<file path="config.mk">
export PLATFORM = sky130hd
export DESIGN_NAME = sample_unpacker_flat
export DESIGN_NICKNAME = d
export VERILOG_FILES = /design/src/rtl/sample_unpacker_if.sv /design/src/rtl/sample_unpacker.sv /design/src/flat_wrapper.sv
export SDC_FILE = /design/constraint.sdc
export NUM_CORES = 1
export LEC_CHECK = 0
export CAP_MARGIN = 0
export CELL_PAD_IN_SITES_DETAIL_PLACEMENT = 0
export CELL_PAD_IN_SITES_GLOBAL_PLACEMENT = 1
export CORE_MARGIN = 4
export CORE_UTILIZATION = 35
export DETAILED_ROUTE_END_ITERATION = 8
export HOLD_SLACK_MARGIN = 0.15
export PLACE_DENSITY_LB_ADDON = 0.25
export SLEW_MARGIN = 20
export SYNTH_ARGS = -nofsm -noshare
export SYNTH_HDL_FRONTEND = slang
export SYNTH_SLANG_ARGS = --single-unit
</file>
<file path="constraint.sdc">
create_clock -name clk -period 2.1 [get_ports clk]
set_input_delay 0.42 -clock clk [delete_from_list [all_inputs] [get_ports clk]]
set_output_delay 0.42 -clock clk [all_outputs]
set_load 0.01 [all_outputs]
</file>
<file path="src/rtl/sample_unpacker_if.sv">
// rtl/sample_unpacker_if.sv - memory read port and sample stream bundle
//
// Groups the sample-memory read port and the outgoing sample handshake.
//   mem_addr  : word address presented with mem_en
//   mem_en    : read strobe, data returns on mem_data the following cycle
//   mem_data  : 32-bit read data
//   smp_data  : unpacked sample
//   smp_valid : smp_data holds a sample
//   smp_ready : consumer accepts the sample
// master = the unpacker, slave = memory plus sample consumer.
interface sample_unpacker_if #(
  parameter int addr_width   = 11,
  parameter int sample_width = 10
);
  logic [addr_width-1:0]   mem_addr;
  logic                    mem_en;
  logic [31:0]             mem_data;
  logic [sample_width-1:0] smp_data;
  logic                    smp_valid;
  logic                    smp_ready;

  modport master (
    output mem_addr, mem_en, smp_data, smp_valid,
    input  mem_data, smp_ready
  );

  modport slave (
    input  mem_addr, mem_en, smp_data, smp_valid,
    output mem_data, smp_ready
  );
endinterface

</file>
<file path="src/rtl/sample_unpacker.sv">
// rtl/sample_unpacker.sv - reads packed sample words (circular pretrigger then main region) and streams samples
//
// Ports:
//   clk, rst_n        : clock, asynchronous active-low reset
//   start, abort      : begin readout (IDLE only) / cancel readout
//   circ_start_addr   : oldest pretrigger word
//   circ_max_addr     : highest word of the circular region
//   circ_words        : number of pretrigger words to read
//   main_start_addr   : first post-trigger word
//   total_samples     : number of samples to emit
//   bus (master)      : memory read port and sample stream
//   busy, done        : readout in progress / one-cycle completion pulse
module sample_unpacker #(
  parameter int addr_width       = 11,
  parameter int sample_width     = 10,
  parameter int samples_per_word = 3
) (
  input  logic                  clk,
  input  logic                  rst_n,
  input  logic                  start,
  input  logic                  abort,
  input  logic [addr_width-1:0] circ_start_addr,
  input  logic [addr_width-1:0] circ_max_addr,
  input  logic [addr_width-1:0] circ_words,
  input  logic [addr_width-1:0] main_start_addr,
  input  logic [31:0]           total_samples,
  sample_unpacker_if.master     bus,
  output logic                  busy,
  output logic                  done
);
  localparam int slot_width = (samples_per_word > 1) ? $clog2(samples_per_word) : 1;
  localparam logic [slot_width-1:0] last_slot = slot_width'(samples_per_word - 1);

  typedef enum logic [2:0] {IDLE, REQ, LATCH, OUT, FIN} state_t;

  state_t                state_q, state_d;
  logic [addr_width-1:0] addr_q, addr_d;
  logic [addr_width-1:0] circ_left_q, circ_left_d;
  logic [addr_width-1:0] circ_max_q, circ_max_d;
  logic [addr_width-1:0] main_start_q, main_start_d;
  logic [31:0]           word_q, word_d;
  logic [31:0]           remaining_q, remaining_d;
  logic [slot_width-1:0] slot_q, slot_d;
  logic                  go;
  logic                  xfer;

  // start together with abort is a no-op; abort also blocks the transfer it coincides with
  assign go   = start && !abort;
  assign xfer = (state_q == OUT) && bus.smp_ready && !abort;

  always_ff @(posedge clk or negedge rst_n) begin
    if (!rst_n) begin
      state_q <= IDLE;
    end else begin
      state_q <= state_d;
    end
  end

  always_comb begin
    state_d = state_q;
    case (state_q)
      IDLE:    if (go) state_d = (total_samples == 32'd0) ? FIN : REQ;
      REQ:     state_d = LATCH;
      LATCH:   state_d = OUT;
      OUT: begin
        if (xfer) begin
          if (remaining_q == 32'd1)   state_d = FIN;
          else if (slot_q == last_slot) state_d = REQ;
        end
      end
      FIN:     state_d = IDLE;
      default: state_d = IDLE;
    endcase
    if (abort && (state_q != IDLE)) state_d = IDLE;
  end

  always_comb begin
    bus.mem_en    = 1'b0;
    bus.mem_addr  = '0;
    bus.smp_valid = 1'b0;
    bus.smp_data  = '0;
    busy          = 1'b0;
    done          = 1'b0;
    case (state_q)
      REQ: begin
        bus.mem_en   = 1'b1;
        bus.mem_addr = addr_q;
        busy         = 1'b1;
      end
      LATCH: busy = 1'b1;
      OUT: begin
        bus.smp_valid = 1'b1;
        bus.smp_data  = word_q[32'(slot_q) * sample_width +: sample_width];
        busy          = 1'b1;
      end
      FIN:     done = 1'b1;
      default: ;
    endcase
  end

  // Address sequencing: circ_left counts pretrigger fetches still owed; the
  // fetch that brings it to zero hands the address over to the main region.
  always_comb begin
    addr_d       = addr_q;
    circ_left_d  = circ_left_q;
    circ_max_d   = circ_max_q;
    main_start_d = main_start_q;
    word_d       = word_q;
    remaining_d  = remaining_q;
    slot_d       = slot_q;
    case (state_q)
      IDLE: begin
        if (go) begin
          circ_max_d   = circ_max_addr;
          main_start_d = main_start_addr;
          circ_left_d  = circ_words;
          addr_d       = (circ_words != '0) ? circ_start_addr : main_start_addr;
          remaining_d  = total_samples;
          slot_d       = '0;
        end
      end
      REQ: begin
        if (circ_left_q != '0) begin
          circ_left_d = circ_left_q - 1'b1;
          if (circ_left_q == addr_width'(1)) addr_d = main_start_q;
          else if (addr_q == circ_max_q)     addr_d = '0;
          else                               addr_d = addr_q + 1'b1;
        end else begin
          addr_d = addr_q + 1'b1;
        end
      end
      LATCH: begin
        word_d = bus.mem_data;
        slot_d = '0;
      end
      OUT: begin
        if (xfer) begin
          remaining_d = remaining_q - 32'd1;
          slot_d      = (slot_q == last_slot) ? '0 : slot_q + 1'b1;
        end
      end
      default: ;
    endcase
  end

  always_ff @(posedge clk or negedge rst_n) begin
    if (!rst_n) begin
      addr_q       <= '0;
      circ_left_q  <= '0;
      circ_max_q   <= '0;
      main_start_q <= '0;
      word_q       <= '0;
      remaining_q  <= '0;
      slot_q       <= '0;
    end else begin
      addr_q       <= addr_d;
      circ_left_q  <= circ_left_d;
      circ_max_q   <= circ_max_d;
      main_start_q <= main_start_d;
      word_q       <= word_d;
      remaining_q  <= remaining_d;
      slot_q       <= slot_d;
    end
  end
endmodule

</file>
<file path="src/flat_wrapper.sv">
// flat-port wrapper written by rule: the top's interface ports become plain ports
module sample_unpacker_flat 
#(
  parameter int addr_width       = 11,
  parameter int sample_width     = 10,
  parameter int samples_per_word = 3
)
  (clk, rst_n, start, abort, circ_start_addr, circ_max_addr, circ_words, main_start_addr, total_samples, busy, done, bus_mem_addr, bus_mem_en, bus_smp_data, bus_smp_valid, bus_mem_data, bus_smp_ready);
  sample_unpacker_if #(.addr_width(addr_width), .sample_width(sample_width)) bus_i ();
  input  logic clk;
  input  logic rst_n;
  input  logic start;
  input  logic abort;
  input  logic [addr_width-1:0] circ_start_addr;
  input  logic [addr_width-1:0] circ_max_addr;
  input  logic [addr_width-1:0] circ_words;
  input  logic [addr_width-1:0] main_start_addr;
  input  logic [31:0] total_samples;
  output logic busy;
  output logic done;
  output wire logic [$bits(bus_i.mem_addr)-1:0] bus_mem_addr;
  output wire logic [$bits(bus_i.mem_en)-1:0] bus_mem_en;
  output wire logic [$bits(bus_i.smp_data)-1:0] bus_smp_data;
  output wire logic [$bits(bus_i.smp_valid)-1:0] bus_smp_valid;
  input wire logic [$bits(bus_i.mem_data)-1:0] bus_mem_data;
  input wire logic [$bits(bus_i.smp_ready)-1:0] bus_smp_ready;
  assign bus_mem_addr = bus_i.mem_addr;
  assign bus_mem_en = bus_i.mem_en;
  assign bus_smp_data = bus_i.smp_data;
  assign bus_smp_valid = bus_i.smp_valid;
  assign bus_i.mem_data = bus_mem_data;
  assign bus_i.smp_ready = bus_smp_ready;
  sample_unpacker #(.addr_width(addr_width), .sample_width(sample_width), .samples_per_word(samples_per_word)) u_core (.clk(clk), .rst_n(rst_n), .start(start), .abort(abort), .circ_start_addr(circ_start_addr), .circ_max_addr(circ_max_addr), .circ_words(circ_words), .main_start_addr(main_start_addr), .total_samples(total_samples), .bus(bus_i), .busy(busy), .done(done));
endmodule
</file>
After elaboration in Yosys (flattened, before gate mapping)
Index checks and enable logic that the tools add are counted.
W data, S select, Z words.
{ "word_totals": {"ram_bits": 0, "ff_bits": 113, "mem_bits_ro": 0, "mem_count": 0, "output_inout_bits": 25, "latchBits": 0, "in_bits": 113, "word_cells": 77} }
{ "classes": {"add_sub_neg": 4, "n_mux": 29, "div": 0, "n_lt_le_gt_ge": 0, "multipliers": 1, "bitwise": 0, "eq_ne": 14, "reduce_logical": 20, "shifts": 1} }
{ "op_table": {"columns": ["cell", "n"], "rows": [
  ["$mux W11", 8],
  ["$mux W32", 2],
  ["$pmux W32 S2", 1],
  ["$pmux W11 S2", 2],
  ["$eq A32 B1 Y1 const B", 1],
  ["$logic_not A32 Y1", 1],
  ["$shiftx A32 B7 Y10", 1],
  ["$sub A32 B1 Y32 const B", 1],
  ["$reduce_bool A11 Y1", 2],
  ["$mux W3", 6],
  ["$pmux W3 S4", 1],
  ["$reduce_and A3 Y1", 4],
  ["$add A11 B1 Y11 const B", 1],
  ["$eq A11 B1 Y1 const B", 1],
  ["$eq A11 B11 Y1", 1],
  ["$sub A11 B1 Y11 const B", 1],
  ["$mux W10", 1],
  ["$eq A3 B2 Y1 const B", 2],
  ["$mux W2", 3],
  ["$ne A2 B1 Y1 const B", 3],
  ["$pmux W2 S3", 1],
  ["$reduce_bool A3 Y1", 2],
  ["$mul A2 B3 Y5 const B", 1],
  ["$logic_and A1 B1 Y1", 4],
  ["13 further kinds", 18]
]} }

Depth between registers and ports, before layout
{ "logic_depth": {"depth_word": 6, "mapped_depth": 9, "depth_no_buf": 7} }

Least setup slack after synthesis
Ideal clock, no wire load.
{ "synth_path": {"kind": "flip-flop to flip-flop", "from": "register u_core.remaining_q[18]", "to": "register u_core.remaining_q[25]", "setup_ns": 0.120, "path_stages_with_launch": 6, "synth_period_minus_slack_ns": 2.328, "t_arrival_ns": 2.209, "required_time_ns": 1.980, "path_slack_ns": -0.228, "n_path_buf": 0, "cell_sequence": "dfrtp_1 -> or4_2 -> nor4_4 -> nand3_4 -> or4_1 -> a31o_1"} }
{ "synth_via": {"elab_chain_len": 3} }
{ "synth_rtl": {"columns": ["item", "line_no", "text"], "rows": [
  ["from (decl)", "sample_unpacker.sv:42", "logic [31:0] remaining_q, remaining_d;"],
  ["from (signal assigned)", "sample_unpacker.sv:161", "remaining_q <= remaining_d;"],
  ["$sub A32 B1 Y32", "sample_unpacker.sv:138", "remaining_d = remaining_q - 32'd1;"],
  ["$mux W32", "sample_unpacker.sv:137", "if (xfer) begin"],
  ["$pmux W32 S2", "sample_unpacker.sv:111", "case (state_q)"]
]} }
No other way between the ends. The select of a mux whose other input is x is not followed.
A chain may end at the register's enable or synchronous reset.

Final worst setup path
{ "layout_path": {"from": "register u_core.remaining_q[2]", "to": "register u_core.remaining_q[25]"} }
The elaborated chain is that of the path after synthesis.

==> metrics.csv <==
metric,value,unit
WL final,20200,µm
Post-Syn Area per Cell,9.03,µm²
routed via count,6303,
post-DR vias/cell,5.31,
mux contribution to synthesized area,9.48,%
flop2flop setup slack,-0.1,ns
area of the multi-input gates,3590,µm²
PortBufs,137,
Post-DP HPWL,14800,µm
critical path depth,6,
"Reg clk slew, reported paths",0.06,ns
CTS root buf,clkbuf_16,
Power Internal,0.00579,W
Slew Limit Fails,0,
synthesized area,6510,µm²
# IOs,138,
"Power, Total",0.00864,W
"Async S/R FF share, synth",100,%
fraction of the mapped netlist area in adder cells,1.15,%
Remaining DRCs,0,
"Buf+Inv Stages, Crit Path",1,
Synth Area in XOR/XNOR,2.69,%
Slew HR,69.1,%
# setup viols final,7,
crit-path cells,or4_4 -> nor4_4 -> buf_4 -> nand3_4 -> or4_1 -> a31o_1,
core box area,18100,µm²
number of global-route vias before repair,6595,
Clock Path Buffers,2,
Logic pwr share,28.3,%
Crit path required time,2.41,ns
Rows,49,
Setup crit start kind,flip-flop,
Netlist cell types,69,
Die H,144,µm
combinational family with the most area after synthesis,simple AND/OR/NAND/NOR gates,
Initial Utilization,35.9,%
Layout fillers,1679,
ant diodes,0,
clock sinks,113,
Max IR drop VDD,624,µV
H-tree depth reported by CTS,4,
R2R Path Start,u_core.remaining_q[2]$_DFFE_PN0P_,
switching power total,0.00285,W
initial antenna violation count,0,
Synth Register Bits,113,
fin crit share,105,%
largest net degree at the start of global routing,61,
dpl ws,-0.289,ns
critical path's largest stage delay,0.57,ns
Yosys warnings,0,
final net count,1064,
Layout area overhead,47.9,%
most frequent cells in the layout,"dfrtp_1 (112), clkdlybuf4s50_1 (111), nand2_1 (105)",
RSZ-0062 raised after global routing,yes,
FF-to-FF path depth,6,
Crit. End Element,flip-flop,
LEAKAGE,4.12,nW
Cells after DPL,1137,
switching part of the total power,33.0,%
Worst-Margin Slew,0.462,ns
PD cells,897,nW/µm²
Final WS setup,-0.0962,ns
die area,20800,µm²
global-route congestion overflow total,0,
Seq pwr share,39.2,%
skew final,0.00675,ns
worst min path class,input pin to asynchronous set/reset pin,
layout cell share with drive strength beyond 1,26.0,%
gr usage total,19.7,%
RR Endpoint,u_core.remaining_q[25]$_DFFE_PN0P_,
Storage cell area,2830,µm²
global-route wire length before repair,33100,µm
failing checks,negative setup slack,
Post-Layout Inst Area,9620,µm²
outcome,"finished, violations left",
Area after DPL,8820,µm²
Critical Path AT,2.50,ns
total nets after synthesis,840,
WL/cell,17.0,µm
post-route insts no fill,1187,
CP max stage cell,or4_4,
Fin. Hold Viols,0,
Crit Path Category,flip-flop to flip-flop,
CTS Buf Count,17,
Synth Flop Type,dfrtp_1,
clock share of power,32.5,%
ANT nets after route,0,
1st-iter DRT viols,437,
sequential share of the synthesized area,43.4,%
total of max-cap violations,0,
Cells after Synth,721,
"most common cell after layout, fill and taps aside",dfrtp_1,
die width,144,µm
Crit Path Max Fanout,6,
maximum clock rate,455,MHz
post-route setup TNS,-0.275,ns
Worst path top cell family by delay,simple AND/OR/NAND/NOR gates,
TritonCTS clock tree,yes,
minimum period implied by the final worst setup slack,2.20,ns
Skew-Pair Late Insertion Delay,0.42,ns
Synth Area in Compound Gates,16.7,%
drt first pass iters,5,
simple-gate portion of the synthesized area,23.2,%
placer congestion estimate,0.866,
number of synthesized flops with an enable pin,0,
## through the flow
| step | util (%) | hold slack (ns) |
|---|---|---|
| floorplan | - | 0.124 |
| global placement | 48.6 | 0.247 |
| detailed placement | 48.6 | 0.249 |
| CTS | 52.2 | 0.361 |
| global route | 53.0 | 0.372 |
| finish | 53.0 | 0.366 |
## power by group through the flow
stage               combinational (W)  sequential (W)  clock [W]
finish                        0.00244         0.00338    0.00281
global route                  0.00272         0.00347    0.00298
CTS                           0.00242         0.00336    0.00288
detailed placement            0.00241         0.00339          0
global placement              0.00234         0.00336          0
floorplan                     0.00145         0.00324          0
## timing repair
item,4_1_cts,5_1_grt
endpoints found under the setup margin,30,48
hold endpoints to repair,113,0
pin swaps,6,25
hold buffers,1,0
buffers inserted,11,7
resized for setup,65,57
## registers in the layout, summed over array words and instances, names as in the netlist
name and flops:
u_core.remaining_q 32, u_core.word_q 32, u_core.addr_q 11, u_core.circ_left_q 11
u_core.circ_max_q 11, u_core.main_start_q 11, u_core.state_q 3, u_core.slot_q 2
## Yosys cell counts, types with 2 or more instances
| cell type | instances | area, µm² |
|---|---|---|
| nor4_1 | 22 | 138 |
| nand4_1 | 11 | 68.8 |
| and2_1 | 5 | 31.3 |
| a311o_1 | 2 | 20.0 |
| o31a_1 | 2 | 17.5 |
| inv_1 | 7 | 26.3 |
| nor2_1 | 72 | 270 |
| o2bb2ai_1 | 2 | 17.5 |
| o21ai_0 | 36 | 180 |
| nor2b_1 | 4 | 25.0 |
| o22ai_1 | 10 | 62.6 |
| nand2b_1 | 2 | 12.5 |
| a32oi_1 | 4 | 35.0 |
| a22oi_1 | 14 | 105 |
| buf_1 | 3 | 11.3 |
| nor3b_1 | 3 | 22.5 |
| xor2_1 | 17 | 149 |
| o32ai_1 | 2 | 17.5 |
| a31oi_1 | 2 | 12.5 |
| or4_1 | 5 | 37.5 |
| o22a_1 | 10 | 87.6 |
| nand4b_1 | 2 | 17.5 |
| mux2_2 | 41 | 462 |
| dfrtp_1 | 113 | 2830 |
| or2_2 | 3 | 18.8 |
| mux4_2 | 2 | 45.0 |
| or3_1 | 5 | 31.3 |
| and4_1 | 2 | 17.5 |
| xnor2_1 | 3 | 26.3 |
| a21o_1 | 3 | 22.5 |
| clkbuf_1 | 40 | 150 |
| a211oi_1 | 4 | 30.0 |
| nand3_1 | 19 | 95.1 |
| buf_2 | 3 | 15.0 |
| a41oi_1 | 3 | 26.3 |
| a2bb2oi_1 | 6 | 52.6 |
| nor3_1 | 16 | 80.1 |
| mux2i_1 | 11 | 110 |
| nand3b_1 | 4 | 30.0 |
| and3_1 | 13 | 81.3 |
| ha_1 | 6 | 75.1 |
| nand2_1 | 106 | 398 |
| a21oi_1 | 45 | 225 |
| o211ai_1 | 11 | 82.6 |
## how the worst max path moves through the flow
stage	startpoint	endpoint
finish	u_core.remaining_q[2]$_DFFE_PN0P_	u_core.remaining_q[25]$_DFFE_PN0P_
global route	u_core.slot_q[1]$_DFFE_PN0P_	bus_smp_data[4]
CTS	u_core.slot_q[1]$_DFFE_PN0P_	bus_smp_data[2]
detailed placement	start	u_core.remaining_q[30]$_DFFE_PN0P_
global placement	start	u_core.remaining_q[30]$_DFFE_PN0P_
floorplan	u_core.remaining_q[5]$_DFFE_PN0P_	u_core.remaining_q[25]$_DFFE_PN0P_
## area by class of cell
type                       count  share of cell area, %
tap                          229                   2.98
clock inverter                15                   1.57
clock buffer                  17                   4.42
inverter                       9                  0.351
sequential                   113                   29.4
multi-input combinational    552                   37.3
timing repair buffer         252                   23.9
## cell families after synthesis
| family | after synthesis |
|---|---|
| flip-flops | 113 |
| XOR/XNOR | 20 |
| adder cells (fa/ha/maj) | 6 |
| AND/OR/NAND/NOR | 306 |
| multiplexers | 54 |
| AO/OA/AOI/OAI | 166 |
| buffers and inverters | 56 |
## per-layer routing
metal,share of wire [%],global-route usage [%],wire (µm)
met5,0,0,0
met4,1.3,5.60,257
met1,46,26.6,9260
met3,5.1,4.70,1020
met2,48,31.7,9660
(Power assumes the default switching activity.)
